**config.mk**
```make
export PLATFORM = sky130hd
export DESIGN_NAME = buck_pwm_gen
export DESIGN_NICKNAME = d
export VERILOG_FILES = /design/src/rtl/buck_pwm_gen.sv
export SDC_FILE = /design/constraint.sdc
export NUM_CORES = 1
export LEC_CHECK = 0
export CORE_UTILIZATION = 40
export CTS_BUF_LIST = sky130_fd_sc_hd__clkbuf_2 sky130_fd_sc_hd__clkbuf_4 sky130_fd_sc_hd__clkbuf_8
export DETAILED_ROUTE_END_ITERATION = 8
export SLEW_MARGIN = 20
export SYNTH_ARGS = -nofsm -noshare
export SYNTH_HDL_FRONTEND = slang
export SYNTH_SLANG_ARGS = --single-unit
```
**constraint.sdc**
```tcl
create_clock -name clk -period 12.7 [get_ports clk]
set_input_delay 2.54 -clock clk [delete_from_list [all_inputs] [get_ports clk]]
set_output_delay 2.54 -clock clk [all_outputs]
set_load 0.005 [all_outputs]
```
**src/rtl/buck_pwm_gen.sv**
```systemverilog
// PWM gate generator for the buck emulation model. Period and duty are programmable,
// with soft-start ramping, updates only at period boundaries, and a minimum off-time clamp.
module buck_pwm_gen #(
  parameter int CNT_W      = 16,
  parameter int PERIOD_RST = 200,
  parameter int DUTY_RST   = 100,
  parameter int SS_STEP    = 4,
  parameter int MIN_OFF    = 2
) (
  input  logic             clk,
  input  logic             rst,
  input  logic             en,
  input  logic             cfg_valid,
  output logic             cfg_ready,
  input  logic [CNT_W-1:0] cfg_period,
  input  logic [CNT_W-1:0] cfg_duty,
  output logic             gate,
  output logic             cyc_start,
  output logic             ss_done
);

  typedef enum logic [1:0] {IDLE, SOFT, RUN} state_e;

  localparam logic [CNT_W-1:0] PER_R   = CNT_W'(PERIOD_RST);
  localparam logic [CNT_W-1:0] DUTY_R  = CNT_W'(DUTY_RST);
  localparam logic [CNT_W-1:0] MOFF    = CNT_W'(MIN_OFF);
  localparam logic [CNT_W-1:0] PER_MIN = CNT_W'(2);
  localparam logic [CNT_W:0]   STEP    = (CNT_W+1)'(SS_STEP);

  state_e           state_q, state_d;
  logic [CNT_W-1:0] cnt_q, cnt_d, eff_q, eff_d;
  logic [CNT_W-1:0] period_q, period_d, target_q, target_d;
  logic [CNT_W-1:0] sh_per_q, sh_per_d, sh_duty_q, sh_duty_d;
  logic             pending_q, pending_d;
  logic             gate_d, cyc_d, ss_d;

  logic [CNT_W-1:0] per_clamp, lim, duty_clamp, ramp_min;
  logic [CNT_W:0]   ramp;
  logic             boundary, apply, xfer;

  assign cfg_ready = !pending_q;

  always_comb begin
    per_clamp  = (cfg_period < PER_MIN) ? PER_MIN : cfg_period;
    lim        = (per_clamp >= MOFF) ? per_clamp - MOFF : '0;
    duty_clamp = (cfg_duty < lim) ? cfg_duty : lim;
  end

  assign boundary = (state_q != IDLE) && (cnt_q == period_q - 1'b1);
  assign apply    = pending_q && (boundary || state_q == IDLE);
  // Transfers only happen with nothing pending, so a boundary copy always
  // uses the shadow captured before this cycle.
  assign xfer     = cfg_valid && !pending_q;

  always_comb begin
    period_d  = apply ? sh_per_q  : period_q;
    target_d  = apply ? sh_duty_q : target_q;
    pending_d = xfer ? 1'b1 : (apply ? 1'b0 : pending_q);
    sh_per_d  = xfer ? per_clamp  : sh_per_q;
    sh_duty_d = xfer ? duty_clamp : sh_duty_q;

    ramp     = {1'b0, eff_q} + STEP;
    ramp_min = (ramp < {1'b0, target_d}) ? ramp[CNT_W-1:0] : target_d;

    state_d = state_q;
    cnt_d   = boundary ? '0 : cnt_q + 1'b1;
    eff_d   = eff_q;
    case (state_q)
      IDLE: begin
        cnt_d = '0;
        eff_d = '0;
        if (en) state_d = SOFT;
      end
      SOFT: if (boundary) begin
        eff_d = ramp_min;
        if (ramp_min == target_d) state_d = RUN;
      end
      RUN: if (boundary) eff_d = target_d;
      default: state_d = IDLE;
    endcase
    if (!en) begin
      state_d = IDLE;
      cnt_d   = '0;
      eff_d   = '0;
    end

    gate_d = (state_d != IDLE) && (cnt_d < eff_d);
    cyc_d  = (state_d != IDLE) && (cnt_d == '0);
    ss_d   = (state_d == RUN);
  end

  always_ff @(posedge clk or negedge rst) begin
    if (!rst) begin
      state_q   <= IDLE;
      cnt_q     <= '0;
      eff_q     <= '0;
      period_q  <= PER_R;
      target_q  <= DUTY_R;
      sh_per_q  <= PER_R;
      sh_duty_q <= DUTY_R;
      pending_q <= 1'b0;
      gate      <= 1'b0;
      cyc_start <= 1'b0;
      ss_done   <= 1'b0;
    end else begin
      state_q   <= state_d;
      cnt_q     <= cnt_d;
      eff_q     <= eff_d;
      period_q  <= period_d;
      target_q  <= target_d;
      sh_per_q  <= sh_per_d;
      sh_duty_q <= sh_duty_d;
      pending_q <= pending_d;
      gate      <= gate_d;
      cyc_start <= cyc_d;
      ss_done   <= ss_d;
    end
  end

endmodule

```
## Word level (Yosys, flattened, before mapping)

Index checks and enable logic that the tools add are counted.
Widths: inputs -> output; s select.

| storage, ports and cells | value |
|---|---|
| bits in registers | 102 |
| bits of input ports | 36 |
| output and inout port bits | 4 |
| word-level logic and storage cells | 55 |

| operators by class | value |
|---|---|
| $add $sub $neg | 4 |
| order comparisons | 5 |
| eq/ne operators | 5 |
| multiplexer cells | 18 |
| reduce and logical (&&, ||, !) cells | 12 |

Operators by type and width:

| cell | count |
|---|---|
| $mux 16 | 11 |
| $pmux 16 s3 | 1 |
| $eq 16x16->1 | 2 |
| $lt 16x16->1 | 2 |
| $add 16x3->17 const B | 1 |
| $lt 17x16->1 | 1 |
| $add 16x1->16 const B | 1 |
| $ge 16x2->1 const B | 1 |
| $logic_not 16->1 | 1 |
| $lt 16x2->1 const B | 1 |
| $sub 16x1->16 const B | 1 |
| $sub 16x2->16 const B | 1 |
| $mux 2 | 3 |
| $pmux 2 s3 | 1 |
| $reduce_bool 2->1 | 3 |
| $logic_and 1x1->1 | 5 |
| $eq 2x2->1 const B | 2 |
| $eq 2x1->1 const B | 1 |
| $logic_not 2->1 | 1 |
| $mux 1 | 2 |
| $logic_not 1->1 | 1 |
| $logic_or 1x1->1 | 1 |

## Depth between registers and ports, before layout

| logic depth | value |
|---|---|
| word-level depth | 15 |
| depth in mapped cells | 31 |

## Least setup slack after synthesis

Ideal clock, no wire load.

| timing | value |
|---|---|
| path kind | register to register |
| from | register period_q[8] |
| to | register gate |
| library setup time | 80 ps |
| arrival time | 6250 ps |
| data required time | 12620 ps |
| path slack | 6370 ps |
| cell stages (with the launch flop) | 28 |
| buffers on the path | 2 |
| period minus slack after synthesis | 6330 ps |
| cells stage by stage | dfrtp_1 -> buf_6 -> or4_4 -> or3_1 -> a2111o_1 -> a2111oi_2 -> nand4_2 -> a21oi_2 -> mux2i_1 -> ha_1 -> a21o_1 -> a21o_1 -> a21o_1 -> a21o_1 -> a21oi_1 -> o221ai_1 -> o21bai_4 -> buf_4 -> nor2_1 -> a21oi_1 -> o21ai_0 -> ha_1 -> a21o_1 -> a21oi_1 -> nor2b_1 -> a2111oi_0 -> o21ai_0 -> nor3_2 |

| on the way | value |
|---|---|
| word-level cells in the longest chain between the ends | 15 |
| elaborated cells on any way between the ends | 23 |
| classes of those cells | add/sub: 1; order compare: 2; eq/ne: 2; mux: 13; reduce/logical: 5 |

RTL lines:

| element | line | source |
|---|---|---|
| start, declared | 32 | `logic [CNT_W-1:0] period_q, period_d, target_q, target_d;` |
| start signal, assigned | 109 | `period_q <= period_d;` |
| $sub 16x1->16 * | 49 | `assign boundary = (state_q != IDLE) && (cnt_q == period_q - 1'b1);` |
| $eq 16x16->1 * | 49 |  |
| $logic_and 1x1->1 * | 49 |  |
| branches (longest 11 deep; another with $lt 17x16->1) | n/a |  |
| $logic_and 1x1->1 * | 87 | `gate_d = (state_d != IDLE) && (cnt_d < eff_d);` |
| net gate_d | 35 | `logic gate_d, cyc_d, ss_d;` |
| end signal, assigned | 114 | `gate <= gate_d;` |
| end, declared | 17 | `output logic gate,` |

Mark *: on every way through the listed nets, which the timed path passes.
A chain may end at the register's enable or synchronous reset.

## Final worst setup path

| timing | value |
|---|---|
| from | register period_q[0] |
| to | register gate |

Same word-level chain as after synthesis.

==> results by group <==
Pwr
  • Sw frac: 0.3911
  • Pleak: 3.528 nW
  • Clock power frac: 0.223
  • Peak supply drop: approximately 82 uV
  • Pint: 617.7 uW
  • Comb power frac: 0.326
  • Sw Pwr: 396.7 uW
  • Reg power frac: 0.451
  • PwrDens: between 100 and 150 mW/mm^2

Yosys
  • Sequential area share after synthesis: 0.3485
  • Top cells by count, synth: nand2_1, dfrtp_1, a21oi_1
  • Distinct cell type count after synthesis: between 70 and 80
  • Syn Inst Count: about 840
  • Syn avg cell area: between 8 and 9 sq um
  • Post-Syn Nets: 922
  • Netlist Area Pre-Place: roughly 0.0074 sq mm
  • Share of the synthesized area in the top cell type: 0.3057
  • Number of synthesized flops with an enable pin: 0
  • Number of synthesized register bits: approximately 100
  • Main area contributors after synthesis: dfrtp_1, ha_1, nand2_1, dfstp_2, xnor2_1
  • Synth area leader: dfrtp_1
  • Most numerous cell in the Yosys netlist: nand2_1
  • Synth async-reset ratio: 1.000
  • Synth warn: 0
  • Ys flop type: dfrtp_1

Detailed routing
  • Drt total wl: around 19 mm
  • DR WL/cell: approximately 18 microns
  • Drt first-iter violations: between 400 and 500
  • Vias: 6175
  • Final antenna-violating net count: 0
  • Avg Vias per Cell: between 5 and 6
  • Drc violations: 0
  • Drt pass-1 iters: 5

STA
  • Tmin final: ~8 ns
  • RSZ-0062 raised after global routing: false
  • Fin Clk Skew: about 0.012 ns
  • Final hold vios: 0
  • Slew headroom: 0.3870
  • Part of the cycle the worst path needs: 0.6254
  • Worst-margin pin slew: around 0.92 ns
  • Highest clock rate: 0.1259 GHz
  • Setup tns final: 0 ns
  • WHS: 0.4684 ns
  • Final Max Slew Viols: 0
  • Setup-failing EPs final: 0

Global route
  • Grt ovf: 0
  • Vias in the first global route: 5896
  • First-pass GRT wire length: about 32 mm
  • Largest net degree at the start of global routing: 73
  • Total track usage: 0.2225
  • Initial antenna violation count: 0

Floorplan
  • Site row count: between 40 and 50
  • Top-level I/O count: 40
  • Die Area: around 0.019 sq mm
  • Floorplan Core Area: 0.01802 sq mm
  • Starting Density: 0.4087
  • Chip Height: roughly 140 microns
  • Die width: 137.7 microns

Hold path
  • Worst hold start: sh_per_q[7]
  • Hold EP: period_q[7]
  • Hold depth: 2
  • Worst hold path class: reg2reg

Clocking
  • Cts hold-fix bufs: 0
  • Clk slew on worst S/H paths: between 0.1 and 0.15 ns
  • CTS resizes: 0
  • H-Tree Depth: 3
  • Clock sinks: 102
  • CTS buffer count: 9
  • Post-CTS Setup Repair Bufs: 0
  • CTS tree: built
  • Max Buffers Root-to-Sink: 2
  • Worst-skew pair later-pin latency: 0.40 ns
  • CTS root buffer: clkbuf_8

Cells and area
  • Cell area after layout: between 0.008 and 0.009 sq mm
  • Nets@finish: between 900 and 1000
  • Post-layout util: 0.4468
  • Share of cells above drive strength 1: 0.08402
  • FF/Latch Area: roughly 0.0026 sq mm
  • Antenna cells: 0
  • Layout area overhead: 9.307%
  • Fillers: about 1800
  • Area of the multi-input gates: 0.004448 sq mm

Worst setup path
  • Critical R2R Capture: gate
  • Register-to-register setup slack: between 4 and 5 ns
  • Max stage delay on crit path: around 0.62 ns
  • Worst r2r src: period_q[0]
  • CP Max Fanout: 27
  • Slowest-stage cell, CP: nor3b_1
  • R2R depth: 25
  • CP Launch Type: flop
  • Crit path capture type: flop
  • WP data required: around 13 ns
  • Arrival @ worst endpoint: approximately 8.3 ns
  • Setup CP Type: reg2reg

Status
  • Status: completed

Placed design
  • HPWL Detailed: roughly 15 mm
  • GPL Wtd Cong: between 0.9 and 1
  • Count of input and output buffers: 39
  • Placed cell areas: around 0.008 sq mm

Run
  • Max Cap Viol: 0
[layout by cell type, fill, tap and decap left out, types with 4 or more instances in the layout]
cell type / count
o21bai_1: 4
o211ai_1: 26
nor3_1: 17
inv_1: 30
o221ai_1: 4
nor2b_1: 6
mux2i_1: 12
clkdlybuf4s50_1: 38
nor4_1: 14
dfstp_2: 12
a31oi_1: 6
dfrtp_1: 90
mux2_2: 15
nand2_1: 106
a21o_1: 16
nand3_1: 20
and2_1: 6
o21a_1: 13
nand4_1: 26
or3_1: 7
ha_1: 49
o21ai_0: 41
o311ai_0: 14
and4_1: 4
a21oi_1: 51
xor2_1: 28
or2_2: 6
clkbuf_8: 9
inv_8: 5
xnor2_1: 35
nor2_1: 50
and3_1: 20
buf_4: 5
a21boi_0: 4
a211oi_1: 6
[logic make-up after synthesis]
kind of cell | Yosys count | synth area share
buf+inv | 83 | 0.04772
simple gates | 302 | 0.2053
compound gates | 211 | 0.2011
fa+ha+maj | 49 | 0.08322
xor+xnor | 63 | 0.07490
flops | 102 | 0.3485
mux | 27 | 0.03923
[registers in the layout (all words and copies together) (netlist names)]
| signal | count |
|---|---|
| cyc_start | 1 |
| period_q | 16 |
| eff_q | 16 |
| ss_done | 1 |
| cnt_q | 16 |
| pending_q | 1 |
| sh_duty_q | 16 |
| sh_per_q | 16 |
| state_q | 2 |
| gate | 1 |
| target_q | 16 |
[through the flow]
stage | std cells | setup WS [ns] | total power [mW]
after floorplan | 837 | 6.370 | 0.6969
after global placement | 1058 | 4.864 | 0.7933
after detailed placement | 1058 | 4.926 | 0.7937
after CTS | 1074 | 4.845 | 1.025
after global routing | 1074 | 3.898 | 1.088
final | 1074 | 4.757 | 1.014
[critical path: cells and delay by family (launching register included)]
kind	cells	cell delay, ns
buffers and inverters	3	0.59
adders and majority gates	3	0.78
AOI/OAI and AO/OA	8	2.85
muxes	1	0.58
and+or+nand+nor	10	2.60
DFF	1	0.45
[routing by layer]
layer,part of all wire,track usage,up-vias
li1,-,-,3059
met1,0.48,0.3102,2948
met2,0.46,0.3585,153
met3,0.042,0.03054,15
met4,0.015,0.06280,0
met5,0,0,-
[area by class of cell]
class                   instances  area share
multi-input cells             652      0.5524
flip-flops and latches        102      0.3188
well taps                     229     0.03558
repair buffers                 43     0.05190
inverters                      32     0.01492
clock buffers                   9     0.01538
clock inverters                 7     0.01103
[power by group through the flow]
stage / Clock (mW) / Sequential [mW] / Combinational, mW
2_1_floorplan: 0 / 0.434 / 0.263
5_1_grt: 0.244 / 0.469 / 0.375
4_1_cts: 0.236 / 0.457 / 0.332
3_5_place_dp: 0 / 0.464 / 0.330
3_3_place_gp: 0 / 0.463 / 0.330
6_report: 0.226 / 0.457 / 0.331
[worst max path at each step]
| stage | startpoint | to | slack (ns) |
|---|---|---|---|
| 4_1_cts | period_q[0] | gate | 4.84 |
| 3_3_place_gp | period_q[0] | gate | 4.86 |
| 3_5_place_dp | period_q[0] | gate | 4.93 |
| 6_report | period_q[0] | gate | 4.76 |
| 5_1_grt | period_q[0] | gate | 3.90 |
| 2_1_floorplan | period_q[8] | gate | 6.37 |
No activity file was read; power rests on OpenSTA's default activity.
